<file path="config.mk">
export PLATFORM = sky130hd
export DESIGN_NAME = morse_input_conditioner
export DESIGN_NICKNAME = d
export VERILOG_FILES = /design/src/rtl/morse_pkg.sv /design/src/rtl/debounce_bit.sv /design/src/rtl/morse_input_conditioner.sv
export SDC_FILE = /design/constraint.sdc
export NUM_CORES = 1
export LEC_CHECK = 0
export CAP_MARGIN = 30
export CORE_UTILIZATION = 55
export CTS_BUF_LIST = sky130_fd_sc_hd__clkbuf_16
export CTS_CLUSTER_DIAMETER = 80
export CTS_CLUSTER_SIZE = 30
export DETAILED_ROUTE_END_ITERATION = 12
export PLACE_DENSITY = 0.79
export SKIP_LAST_GASP = 1
export SYNTH_ARGS = -nofsm -noshare
export SYNTH_HDL_FRONTEND = slang
export SYNTH_HIERARCHICAL = 1
export SYNTH_SLANG_ARGS = --single-unit
</file>
<file path="constraint.sdc">
create_clock -name clk -period 2.75 [get_ports clk]
set_clock_uncertainty 0.1 [all_clocks]
set_input_delay 0.275 -clock clk [delete_from_list [all_inputs] [get_ports clk]]
set_output_delay 0.275 -clock clk [all_outputs]
set_load 0.05 [all_outputs]
</file>
<file path="src/rtl/morse_pkg.sv">
// Shared types for the Morse letter player.
// Used by the input conditioner, decoder and FSM stages.
package morse_pkg;

    localparam int SEL_W = 3;

    typedef enum logic [1:0] {
        IDLE      = 2'd0,
        WAIT_ACK  = 2'd1,
        WAIT_DONE = 2'd2
    } cond_state_t;

endpackage

</file>
<file path="src/rtl/debounce_bit.sv">
// One raw asynchronous input: synchroniser chain followed by a
// stability counter that only moves the output after a long quiet period.
module debounce_bit #(
    parameter int DEBOUNCE_CYCLES = 500000,
    parameter int SYNC_STAGES     = 2
) (
    input  logic clk,
    input  logic rst,
    input  logic i_raw,
    output logic o_deb
);

    localparam int CW = $clog2(DEBOUNCE_CYCLES + 1);
    localparam logic [CW-1:0] LAST = CW'(DEBOUNCE_CYCLES - 1);

    logic [SYNC_STAGES-1:0] r_sync;
    logic [CW-1:0]          r_cnt;
    logic                   r_deb;
    logic                   w_sync;

    assign w_sync = r_sync[SYNC_STAGES-1];
    assign o_deb  = r_deb;

    always_ff @(posedge clk) begin
        if (rst) begin
            r_sync <= '0;
            r_cnt  <= '0;
            r_deb  <= 1'b0;
        end else begin
            r_sync <= {r_sync[SYNC_STAGES-2:0], i_raw};
            if (w_sync == r_deb) begin
                r_cnt <= '0;
            end else if (r_cnt == LAST) begin
                r_deb <= w_sync;
                r_cnt <= '0;
            end else begin
                r_cnt <= r_cnt + 1'b1;
            end
        end
    end

endmodule

</file>
<file path="src/rtl/morse_input_conditioner.sv">
// Start-button and letter-select front end: debounces inputs, turns a press
// into one start pulse and interlocks with the blink stage's finish flag.
module morse_input_conditioner
    import morse_pkg::*;
#(
    parameter int DEBOUNCE_CYCLES = 500000,
    parameter int SYNC_STAGES     = 2,
    parameter int ACK_TIMEOUT     = 16
) (
    input  logic             clk,
    input  logic             rst,
    input  logic             en_btn,
    input  logic [SEL_W-1:0] sw_raw,
    input  logic             finish,
    output logic             start,
    output logic [SEL_W-1:0] sel,
    output logic             busy,
    output logic             rejected
);

    localparam int TW = $clog2(ACK_TIMEOUT + 1);
    localparam logic [TW-1:0] TO_LAST = TW'(ACK_TIMEOUT - 1);

    logic             w_en_deb;
    logic [SEL_W-1:0] w_sw_deb;
    logic             w_press;
    logic             w_start_nxt;
    logic             w_rej_nxt;
    cond_state_t      w_state_nxt;

    cond_state_t      r_state;
    logic             r_en_prev;
    logic             r_start;
    logic             r_rej;
    logic [SEL_W-1:0] r_sel;
    logic [TW-1:0]    r_to_cnt;

    debounce_bit #(
        .DEBOUNCE_CYCLES(DEBOUNCE_CYCLES),
        .SYNC_STAGES    (SYNC_STAGES)
    ) u_db_en (
        .clk  (clk),
        .rst  (rst),
        .i_raw(en_btn),
        .o_deb(w_en_deb)
    );

    for (genvar g = 0; g < SEL_W; g++) begin : g_sw
        debounce_bit #(
            .DEBOUNCE_CYCLES(DEBOUNCE_CYCLES),
            .SYNC_STAGES    (SYNC_STAGES)
        ) u_db_sw (
            .clk  (clk),
            .rst  (rst),
            .i_raw(sw_raw[g]),
            .o_deb(w_sw_deb[g])
        );
    end

    // Only the debounced rising edge counts; releases are ignored.
    assign w_press = w_en_deb & ~r_en_prev;

    always_comb begin
        w_state_nxt = r_state;
        w_start_nxt = 1'b0;
        w_rej_nxt   = 1'b0;
        unique case (r_state)
            IDLE: begin
                if (w_press) begin
                    if (finish) begin
                        w_start_nxt = 1'b1;
                        w_state_nxt = WAIT_ACK;
                    end else begin
                        w_rej_nxt = 1'b1;
                    end
                end
            end
            WAIT_ACK: begin
                w_rej_nxt = w_press;
                if (!finish) begin
                    w_state_nxt = WAIT_DONE;
                end else if (r_to_cnt == TO_LAST) begin
                    w_state_nxt = IDLE;
                end
            end
            WAIT_DONE: begin
                w_rej_nxt = w_press;
                if (finish) begin
                    w_state_nxt = IDLE;
                end
            end
            default: w_state_nxt = IDLE;
        endcase
    end

    always_ff @(posedge clk) begin
        if (rst) begin
            r_state   <= IDLE;
            r_en_prev <= 1'b0;
            r_start   <= 1'b0;
            r_rej     <= 1'b0;
            r_sel     <= '0;
            r_to_cnt  <= '0;
        end else begin
            r_state   <= w_state_nxt;
            r_en_prev <= w_en_deb;
            r_start   <= w_start_nxt;
            r_rej     <= w_rej_nxt;
            if (w_start_nxt) begin
                r_sel <= w_sw_deb;
            end
            if (r_state == WAIT_ACK && finish) begin
                r_to_cnt <= r_to_cnt + 1'b1;
            end else begin
                r_to_cnt <= '0;
            end
        end
    end

    assign start    = r_start;
    assign rejected = r_rej;
    assign sel      = r_sel;
    assign busy     = (r_state != IDLE);

endmodule

</file>
==> results.md <==
- Run status: finished, final reports clean
- Syn_nets: between 500 and 600
- WL/cell: 13.5 um
- Pin count of the biggest net entering global routing: 17
- Site Rows: 33
- Pwr Total: roughly 2.7 mW
- N_diodes: 0
- Fill cells: a little under 700
- Setup Fix Bufs, Post-CTS: 0
- Crit path max-delay family: buffers and inverters
- F_max: a little over 400 MHz
- CTS sink cnt: 101
- EDFF count, synth: 0
- Yosys warns: 6
- Area Growth Syn to Fin: 11.2%
- Most used cell, CP: inv_1
- Worst path max stage delay: ~0.8 ns
- Rel. slew slack: 0.586
- First-pass GRT wire length: approximately 15 mm
- Post-CTS Resized: 0
- Sequential area share after synthesis: 0.433
- Finished layout cell area: roughly 5200 um^2
- Final hold slack: 0.346 ns
- Share of post-route cells with drive strength above 1: 0.0973
- Final core occ: 0.632
- Max Cap Viol: 0
- Max FO, Critical Path: 6
- P_int: 2.10 mW
- Netlist cell types: 39
- CP Data Arrival Time: about 2.0 ns
- Worst Path Buf+Inv: 3
- TNS Setup: 0 ns
- Core Area: 8220 um^2
- Startpoint types: register
- Fin nets: about 540
- Crit-path cells: inv_1 > ha_1 > inv_1 > clkdlybuf4s50_1
- CTS Root Buffer Type: clkbuf_16
- Switching power: around 0.57 mW
- Total die area: 8870 um^2
- Reg clk slew, reported paths: around 0.070 ns
- DP HPWL: between 5 and 6 mm
- Combinational fraction of design power: 0.016
- Port bufs: 12
- Critical Path RT: around 2.4 ns
- Worst-case clock buffer depth: 2
- Crit path kind: reg2out
- CTS Buf Count: 9
- Endpoint type of the worst setup path: output port
- Post-route ant nets: 0
- DRC viols: 0
- HP Class: reg2reg
- Vias in the first global route: 3373
- Height of the die: roughly 94 um
- Largest area contributor in the netlist: dfxtp_1
- Die Width: between 90 and 100 um
- Post-Syn Area: 4670 um^2
- Synth Instances: between 400 and 500
- Placed cell areas: just under 5000 um^2
- Initial Util: 0.569
- Top cell type's share of synthesized area: 0.433
- Skew-Pair Late Insertion Delay: 0.34 ns
- Switching part of the total: 0.213
- I/O pins: 13
- Finish-stage setup viols: 0
- Critical-path top delay cell: clkdlybuf4s50_1
- Final Max Tran Viols: 0
- RSZ-0062 raised after global routing: false
- Cts hold-fix bufs: 0
- Mapped Avg Cell Area: 9.37 um^2
- Post-synth top cells: dfxtp_1 (101), nor2_1 (82), nand3_1 (37)
- Largest cells by area after synthesis: dfxtp_1 (43%), nor2_1 (6.6%), xnor2_1 (6.2%)
- Synth Flop Type: dfxtp_1
- Leak: ~1.7 nW
- Vias/cell: between 5 and 6
- Routed via count: between 3000 and 4000
- CTS H-tree lvls: 3
- Drt initial violations: 94
- Gr ovfl total: 0
- GRT Total Usage: 0.206
- Worst slew pin tran: slightly above 0.6 ns
- Clock power share: 0.431
- #FFs+latches synth: a little over 100
- Final wirelength: ~8.5 mm
- Gpl congestion: roughly 0.82
- PwrDens: just over 500 nW/um^2
- Router iterations before antenna repair: 4
- Count leader, synth: dfxtp_1
- Crit path time final: around 2.4 ns
- Initial antenna violation count: 0
- Register share of total power: 0.553
- CTS tree: done
- Tcrit/Tclk final: 0.875
- Post-synth ARST share: 0
- Final count of hold timing violations: 0
- Peak VDD IR: 0.259 mV
## layer usage
| layer | global-route usage | wire [um] |
|---|---|---|
| met5 | 0 | 0 |
| met4 | 0.0859 | 140 |
| met1 | 0.247 | 3940 |
| met2 | 0.353 | 4130 |
| met3 | 0.0469 | 265 |
## logic make-up after synthesis
group	after synthesis	synth area share
fa+ha+maj	10	0.0268
compound gates	34	0.0423
xor+xnor	58	0.109
mux	12	0.0257
buf+inv	23	0.0209
simple gates	261	0.343
flops	101	0.433
## cells in the final DEF (no fill, tap or decap), types with 2 or more instances in the layout
cell type / netlist / routed
nor3b_1: 9 / 9
and4_1: 4 / 4
and4_2: 4 / 4
nor3_1: 8 / 8
buf_4: 0 / 6
nor4_4: 4 / 4
o21bai_1: 4 / 4
dfxtp_1: 101 / 101
nor2b_1: 9 / 9
clkinvlp_4: 0 / 2
or4b_1: 4 / 4
nand4_2: 8 / 8
clkbuf_16: 0 / 9
nand2b_1: 10 / 10
mux2i_1: 12 / 12
ha_1: 10 / 10
nor4_1: 9 / 9
clkinv_4: 0 / 2
and2_1: 4 / 4
o21ai_0: 8 / 8
a21oi_1: 13 / 13
clkdlybuf4s50_1: 0 / 12
and3_1: 5 / 5
nor4_2: 12 / 12
o21ai_1: 4 / 4
and4bb_1: 4 / 4
nand2_1: 16 / 16
nand3_1: 37 / 37
nand4_1: 16 / 16
inv_1: 14 / 16
xor2_1: 25 / 25
nor2_1: 82 / 82
xnor2_1: 33 / 33
or3_1: 8 / 8
or2_1: 5 / 5
## metrics by stage
step | setup slack (ns) | cells
5_1_grt | 0.295 | 629
2_1_floorplan | 1.14 | 499
3_5_place_dp | 0.648 | 613
3_3_place_gp | 0.635 | 609
6_report | 0.343 | 629
4_1_cts | 0.351 | 629
## sequential cells by signal (all words and copies together), names as in the netlist, 2 cells and up
register	count
r_to_cnt	5
r_state	2
sel	3
g_sw.u_db_sw/o_deb	3
u_db_en/r_cnt	19
g_sw.u_db_sw/r_sync	6
g_sw.u_db_sw/r_cnt	57
u_db_en/r_sync	2
## final timing paths
path                                   from  slack [ns]                        end  cells after the start
setup / recovery                 r_state[0]        0.34                       busy                      4
setup reg to reg   g_sw[0].u_db_sw/r_cnt[9]        0.75   g_sw[0].u_db_sw/r_cnt[6]                      5
hold / removal    g_sw[1].u_db_sw/r_sync[0]        0.35  g_sw[1].u_db_sw/r_sync[1]                      1
hold reg to reg   g_sw[1].u_db_sw/r_sync[0]        0.35  g_sw[1].u_db_sw/r_sync[1]                      1
## final cells by class
type / count / area (um^2) / share of cell area
Clock buffer: 9 / 225 / 0.0434
Clock inverter: 7 / 45.0 / 0.00867
Inverter: 14 / 52.6 / 0.0101
Multi-Input combinational cell: 375 / 2550 / 0.492
Sequential cell: 101 / 2020 / 0.389
Tap cell: 105 / 131 / 0.0253
Timing Repair Buffer: 18 / 165 / 0.0318
## power by group through the flow
stage	Combinational [mW]	Clock, mW	Sequential [mW]
2_1_floorplan	0.0219	0	1.51
3_5_place_dp	0.0426	0	1.51
3_3_place_gp	0.0396	0	1.51
6_report	0.0427	1.15	1.47
4_1_cts	0.0430	1.19	1.47
5_1_grt	0.0472	1.24	1.47
## worst register-to-register path, delay by kind of cell (launching register included)
kind | cells | cell delay, ns
flops | 1 | 0.36
simple gates | 3 | 0.63
buf+inv | 1 | 0.27
compound gates | 1 | 0.54
Power figures use the tool's default switching activity.
